<file path="src/rtl/kernel_prueba_pkg.sv">
// Shared types and constants for the kernel_prueba chunk scheduler.
package kernel_prueba_pkg;

    // Sequencer states: wait for a start, fire one engine run, wait for it, report completion.
    typedef enum logic [1:0] {
        IDLE   = 2'd0,
        LAUNCH = 2'd1,
        WAIT   = 2'd2,
        DONE   = 2'd3
    } state_t;

    // The host expresses job length in 32-bit words; the engine works in bytes.
    localparam int LP_BYTES_PER_WORD = 4;

    // Largest byte count handed to the engine in a single run unless overridden.
    localparam int LP_DEFAULT_MAX_CHUNK_BYTES = 4096;

endpackage : kernel_prueba_pkg

</file>
<file path="src/rtl/kernel_prueba_ap_ctrl.sv">
// Host-side ap_ctrl handshake: start edge detection, the ap_idle flag and the
// ap_done/ap_ready pulse derived from the sequencer's done request.
module kernel_prueba_ap_ctrl
    import kernel_prueba_pkg::*;
(
    input  logic ap_clk,
    input  logic areset,
    input  logic ap_start,
    input  logic start_accept,
    input  logic done_req,
    output logic start_pulse,
    output logic ap_idle,
    output logic ap_done,
    output logic ap_ready
);

    logic ap_start_q;

    // Previous ap_start level; cleared in reset so a start held across reset release reads as an edge.
    always_ff @(posedge ap_clk) begin
        // NOTE: registers use non-blocking assignments so every flop samples pre-edge values.
        if (areset) begin
            ap_start_q <= 1'b0;
        end else begin
            ap_start_q <= ap_start;
        end
    end

    assign start_pulse = ap_start & ~ap_start_q;

    // ap_idle drops the cycle after an accepted start and rises the cycle after the done pulse.
    always_ff @(posedge ap_clk) begin
        if (areset) begin
            ap_idle <= 1'b1;
        end else if (done_req) begin
            ap_idle <= 1'b1;
        end else if (start_pulse && start_accept) begin
            ap_idle <= 1'b0;
        end
    end

    // The done request already lasts exactly one cycle, so it is the pulse itself.
    assign ap_done  = done_req;
    assign ap_ready = done_req;

endmodule : kernel_prueba_ap_ctrl

</file>
<file path="src/rtl/kernel_prueba_chunk_sched.sv">
// Chunk scheduler: latches a job on an ap_start edge, splits it into engine runs of
// at most C_MAX_CHUNK_BYTES, advances the address per run and reports completion.
module kernel_prueba_chunk_sched
    import kernel_prueba_pkg::*;
#(
    parameter int C_ADDR_WIDTH      = 64,
    parameter int C_XFER_SIZE_WIDTH = 32,
    parameter int C_MAX_CHUNK_BYTES = LP_DEFAULT_MAX_CHUNK_BYTES
) (
    input  logic                         ap_clk,
    input  logic                         areset,
    input  logic                         ap_start,
    output logic                         ap_idle,
    output logic                         ap_done,
    output logic                         ap_ready,
    input  logic [31:0]                  in1,
    input  logic [31:0]                  in2,
    input  logic [C_ADDR_WIDTH-1:0]      base_addr,
    output logic                         eng_start,
    output logic [C_ADDR_WIDTH-1:0]      eng_addr_offset,
    output logic [C_XFER_SIZE_WIDTH-1:0] eng_xfer_size_in_bytes,
    output logic [31:0]                  eng_constant,
    input  logic                         eng_done,
    output logic [C_XFER_SIZE_WIDTH-1:0] chunk_count
);

    // A chunk size that is not a whole number of words would leave the engine mid-word.
    if ((C_MAX_CHUNK_BYTES < LP_BYTES_PER_WORD) ||
        ((C_MAX_CHUNK_BYTES % LP_BYTES_PER_WORD) != 0)) begin : g_bad_chunk
        $error("C_MAX_CHUNK_BYTES must be a multiple of 4 and at least 4");
    end

    localparam logic [C_XFER_SIZE_WIDTH-1:0] LP_MAX_CHUNK = C_XFER_SIZE_WIDTH'(C_MAX_CHUNK_BYTES);
    localparam logic [C_XFER_SIZE_WIDTH-1:0] LP_ONE       = C_XFER_SIZE_WIDTH'(1);

    state_t                         state;
    state_t                         state_nxt;
    logic [C_XFER_SIZE_WIDTH-1:0]   remaining_q;
    logic [C_XFER_SIZE_WIDTH-1:0]   rem_after_chunk;
    logic [C_XFER_SIZE_WIDTH-1:0]   len_bytes;
    logic [C_ADDR_WIDTH-1:0]        offset_q;
    logic                           start_pulse;
    logic                           start_accept;
    logic                           done_req;

    // The two top bits of the word count would overflow the byte count and are dropped.
    logic unused_in1_hi;
    assign unused_in1_hi = &{1'b0, in1[31:30]};

    // Clamp a remaining byte count to the largest run the engine may be given.
    function automatic logic [C_XFER_SIZE_WIDTH-1:0] clamp_chunk(
        input logic [C_XFER_SIZE_WIDTH-1:0] bytes
    );
        return (bytes > LP_MAX_CHUNK) ? LP_MAX_CHUNK : bytes;
    endfunction

    assign len_bytes       = C_XFER_SIZE_WIDTH'({in1[29:0], 2'b00});
    assign rem_after_chunk = remaining_q - eng_xfer_size_in_bytes;
    assign eng_addr_offset = offset_q;

    kernel_prueba_ap_ctrl u_ap_ctrl (
        .ap_clk       (ap_clk),
        .areset       (areset),
        .ap_start     (ap_start),
        .start_accept (start_accept),
        .done_req     (done_req),
        .start_pulse  (start_pulse),
        .ap_idle      (ap_idle),
        .ap_done      (ap_done),
        .ap_ready     (ap_ready)
    );

    // State register.
    always_ff @(posedge ap_clk) begin
        if (areset) begin
            state <= IDLE;
        end else begin
            state <= state_nxt;
        end
    end

    // Next-state logic: start edges only matter in IDLE, engine completions only in WAIT.
    always_comb begin
        // NOTE: default first so every path assigns state_nxt and no latch is inferred.
        state_nxt = state;
        case (state)
            IDLE:    if (start_pulse) state_nxt = (len_bytes == '0) ? DONE : LAUNCH;
            LAUNCH:  state_nxt = WAIT;
            WAIT:    if (eng_done) state_nxt = (rem_after_chunk == '0) ? DONE : LAUNCH;
            DONE:    state_nxt = IDLE;
            default: state_nxt = IDLE;
        endcase
    end

    // Output decode: single-cycle engine start and done request straight from the state.
    always_comb begin
        eng_start    = (state == LAUNCH);
        done_req     = (state == DONE);
        start_accept = (state == IDLE);
    end

    // Job datapath: latch the job on an accepted start, step address and counters per completed chunk.
    always_ff @(posedge ap_clk) begin
        if (areset) begin
            remaining_q            <= '0;
            offset_q               <= '0;
            eng_constant           <= '0;
            chunk_count            <= '0;
            eng_xfer_size_in_bytes <= '0;
        end else begin
            case (state)
                IDLE: begin
                    if (start_pulse) begin
                        remaining_q            <= len_bytes;
                        offset_q               <= base_addr;
                        eng_constant           <= in2;
                        chunk_count            <= '0;
                        eng_xfer_size_in_bytes <= clamp_chunk(len_bytes);
                    end
                end
                WAIT: begin
                    // Updates land after the last WAIT cycle, so eng_* stay stable while the engine runs.
                    if (eng_done) begin
                        remaining_q <= rem_after_chunk;
                        offset_q    <= offset_q + C_ADDR_WIDTH'(eng_xfer_size_in_bytes);
                        chunk_count <= chunk_count + LP_ONE;
                        if (rem_after_chunk != '0) begin
                            eng_xfer_size_in_bytes <= clamp_chunk(rem_after_chunk);
                        end
                    end
                end
                default: begin
                end
            endcase
        end
    end

endmodule : kernel_prueba_chunk_sched

</file>
<file path="config.mk">
export PLATFORM = sky130hd
export DESIGN_NAME = kernel_prueba_chunk_sched
export DESIGN_NICKNAME = d
export VERILOG_FILES = /design/src/rtl/kernel_prueba_pkg.sv /design/src/rtl/kernel_prueba_ap_ctrl.sv /design/src/rtl/kernel_prueba_chunk_sched.sv
export SDC_FILE = /design/constraint.sdc
export NUM_CORES = 1
export LEC_CHECK = 0
export CAP_MARGIN = 20
export CORE_UTILIZATION = 50
export DETAILED_ROUTE_END_ITERATION = 16
export PLACE_DENSITY = 0.8
export SLEW_MARGIN = 20
export SYNTH_ARGS = -nofsm -noshare
export SYNTH_HDL_FRONTEND = slang
export SYNTH_SLANG_ARGS = --single-unit
</file>
<file path="constraint.sdc">
create_clock -name ap_clk -period 5.3 [get_ports ap_clk]
set_input_delay 1.06 -clock ap_clk [delete_from_list [all_inputs] [get_ports ap_clk]]
set_output_delay 1.06 -clock ap_clk [all_outputs]
set_load 0.01 [all_outputs]
</file>
==> metrics.md <==
| Metric | Value |
|---|---|
| Die area | `0.02613 mm^2` |
| PnR worst setup slack | `0.7673 ns` |
| Root Buffer | `clkbuf_16` |
| Clk_lat worst skew | `0.45 ns` |
| Pwr Density | `265.8 mW/mm^2` |
| Post-CTS setup buffer count | `0` |
| Fillers | `2,213` |
| P_leak | `6.341 nW` |
| Std cell rows | `58` |
| GR Util met2 | `58.39%` |
| Die width | `161.6 um` |
| Largest net degree at the start of global routing | `73` |
| DR DRC count | `0` |
| Place WS | `0.8634 ns` |
| Cell family with the largest share of critical-path delay | `compound AO/OA/AOI/OAI gates` |
| Post-synth EDFFs | `0` |
| DRT Pass-1 Iters | `6` |
| Tcrit/Tclk final | `85.52%` |
| Post-DP HPWL | `32,870 um` |
| Hold_buf cts | `0` |
| FF-to-FF End | `eng_xfer_size_in_bytes[11]` |
| CTS tree | `yes` |
| Slew Viols, Final | `0` |
| Post-Synthesis Cells | `1,693` |
| Port Buffers | `293` |
| Ys Warns | `0` |
| Detailed Route WL | `44,630 um` |
| Minimum clock period | `4.533 ns` |
| Met3 usage | `5.855%` |
| Avg Cell Area, Syn | `7.526 um^2` |
| Crit. End Element | `flip-flop` |
| Reg-to-reg startpoint | `eng_xfer_size_in_bytes[13]` |
| Met1 Use GR | `40.64%` |
| Worst EP arrival | `4.86 ns` |
| CTS Buffer Depth | `2` |
| CP max-delay cell | `dfxtp_1` |
| Multi-input gate area | `0.008209 mm^2` |
| CP max FO | `10` |
| TNS Setup | `0 ns` |
| Post-DRT Antenna Nets | `0` |
| Synthesis-to-layout area growth | `29.39%` |
| Via density per instance | `6.172` |
| CP required | `5.63 ns` |
| Top_reg_cell synth | `dfxtp_1` |
| R2R Setup Slk | `0.77 ns` |
| Number of global-route vias before repair | `13,180` |
| Fmax | `0.2206 GHz` |
| Share of layout cells above drive strength 1 | `4.341%` |
| Grt ovf | `0` |
| Total CTS buffers | `17` |
| Initial antenna violation count | `1` |
| H-tree depth | `4` |
| R2R depth | `12` |
| CP startpoint kind | `flip-flop` |
| FFs w/ async S/R, synth | `0%` |
| Unique masters post-synth | `84` |
| Worst clock skew | `0.01442 ns` |
| Via count | `13,990` |
| Routed WL per cell | `19.69 um` |
| Most used cell along the critical path | `o211ai_1` |
| Hold Crit Class | `flip-flop to flip-flop` |
| # setup viols final | `0` |
| Largest stage delay, worst path | `0.46 ns` |
| Outcome | `completed` |
| CP Depth | `12` |
| Crit-path cells | `inv_1 > ha_1 > nand4_1 > a2111oi_4 > o211ai_1 > a221o_1 > a222oi_1 > o211ai_1 > nor4_4 > nand4_2 > and2_0 > a22o_1` |
| Io pins | `296` |
| First-pass GRT wire length | `69,650 um` |
| Crit path launch | `eng_xfer_size_in_bytes[13]` |
| Register area | `0.003924 mm^2` |
| Max VDD drop | `0.1727 mV` |
| Initial core utilization | `50.75%` |
| Max-cap violations | `0` |
| Routability cong. | `1.018` |
| CP Capture Point | `eng_xfer_size_in_bytes[11]` |
| CP Class | `flip-flop to flip-flop` |
| GRT Overall Usage | `33.36%` |
| RSZ-0062 raised after global routing | `no` |
| Busiest grt layer | `met2` |
| Core Area | `0.02511 mm^2` |
| Final Hold Viols | `0` |
| Clock-pin slew on the worst setup and hold paths | `0.09 ns` |
| Synthesized area | `0.01274 mm^2` |
| Buffers & Inverters on Critical Path | `1` |
| Die Y | `161.6 um` |
| Worst-margin pin slew | `0.9907 ns` |
| Sink Count | `196` |
| Slew HR | `33.79%` |
| Syn nets | `1,891` |
| Sequential fraction of the synthesis area | `30.79%` |
| Post_cts resized | `0` |
| Seq cells post-synth | `196` |
| Layout net count | `2,120` |
| Detailed Route Iter0 Violations | `1,216` |
-- cell type report --
type	count	area share, %
antenna	1	0.01518
clock buffer	17	2.580
clock inverter	15	1.275
inverter	60	1.366
multi-input combinational	1336	49.79
sequential	196	23.80
tap	330	2.504
timing repair buffer	311	18.67
-- worst min path at each step --
stage                      from          endpoint  slack, ns  depth (start not counted)
2_1_floorplan    remaining_q[0]    remaining_q[0]       0.46                          2
3_3_place_gp    eng_constant[0]   eng_constant[0]       0.44                          2
3_5_place_dp   eng_constant[26]  eng_constant[26]       0.45                          2
4_1_cts        eng_constant[26]  eng_constant[26]       0.46                          2
5_1_grt        eng_constant[26]  eng_constant[26]       0.47                          2
6_report       eng_constant[23]  eng_constant[23]       0.46                          2
-- cells by family after synthesis --
logic type / synth area share [%]
buf+inv: 5.067
mux: 0.4812
fa+ha+maj: 6.599
xor+xnor: 4.537
compound gates: 27.38
flops: 30.79
simple gates: 25.15
-- synthesized netlist by cell type, drive strengths merged, types with 14 or more instances --
library cell    n  share of area [%]
nand2         223                6.6
dfxtp         196                 31
a21oi         159                6.3
nor2          157                4.6
o21ai         118                4.6
clkbuf         81                2.4
ha             64                6.3
inv            60                1.8
nand3          41                1.6
and3           40                2.0
and2           39                1.9
nor3           37                1.5
xor2           34                2.3
a211oi         32                1.9
a21o           32                1.9
xnor2          32                2.2
nand4          31                1.6
a311oi         28                1.9
o211ai         23                1.4
or3            22                1.1
buf            20               0.91
nor2b          17               0.83
nor4           16               0.90
a22o           14               0.96
a31oi          14               0.69
-- flip-flops by register name, indices dropped and copies added (netlist names) --
register and flops:
chunk_count 32, state 2, eng_xfer_size_in_bytes 32, u_ap_ctrl.ap_start_q 1, u_ap_ctrl.ap_idle 1, remaining_q 32, eng_addr_offset 64, eng_constant 32
-- tightest hold or removal path, cell delays in order, from the launching register on --
cell and delay, ns:
dfxtp_1 0.32, nand2_1 0.05, a21oi_1 0.05
-- layout by cell type (no fill, tap or decap), drive strengths merged, types with 6 or more instances in the layout --
master         count
inv               66
a211o              8
a31oi             14
nor2b             17
o22ai              9
ha                64
nor2             157
a211oi            32
and2              39
a22o              14
nand2b            11
o31ai              6
nor3              37
o21a              11
and3              40
a21oi            159
nand3             41
o21bai             9
nand4             31
a2111oi            7
clkinv             8
o211ai            23
o21ai            118
a311oi            28
clkdlybuf4s50    292
dfxtp            196
a21o              32
or2               10
xor2              34
buf               19
xnor2             32
or3               22
clkbuf            17
nor4              16
and4               7
nand2            223
-- per-stage QoR --
stage          power (mW)  util, %  cell area (um^2)  std cells  hold slack (ns)
3_5_place_dp        2.973    63.12             15850       2233           0.4477
4_1_cts             4.350    65.65             16480       2265           0.4597
5_1_grt             4.555    65.66             16490       2266           0.4738
6_report            4.382    65.66             16490       2266           0.4571
2_1_floorplan       2.475        -             12740       1693           0.4570
3_3_place_gp        2.948    63.12             15850       2233           0.4414
-- layer usage --
layer / up-vias / share of wire, %
met4: 0 / 2.9
met5: - / 0
met1: 6612 / 40
li1: 6607 / -
met3: 106 / 8.1
met2: 661 / 49
-- where the power goes --
| part | switching, mW | leakage [nW] | internal [mW] | total (mW) |
|---|---|---|---|---|
| registers | 0.0822 | 1.60 | 1.56 | 1.65 |
| clock network | 0.706 | 0.306 | 0.692 | 1.40 |
| logic | 0.775 | 4.43 | 0.564 | 1.34 |
No activity file was read; power rests on OpenSTA's default activity.
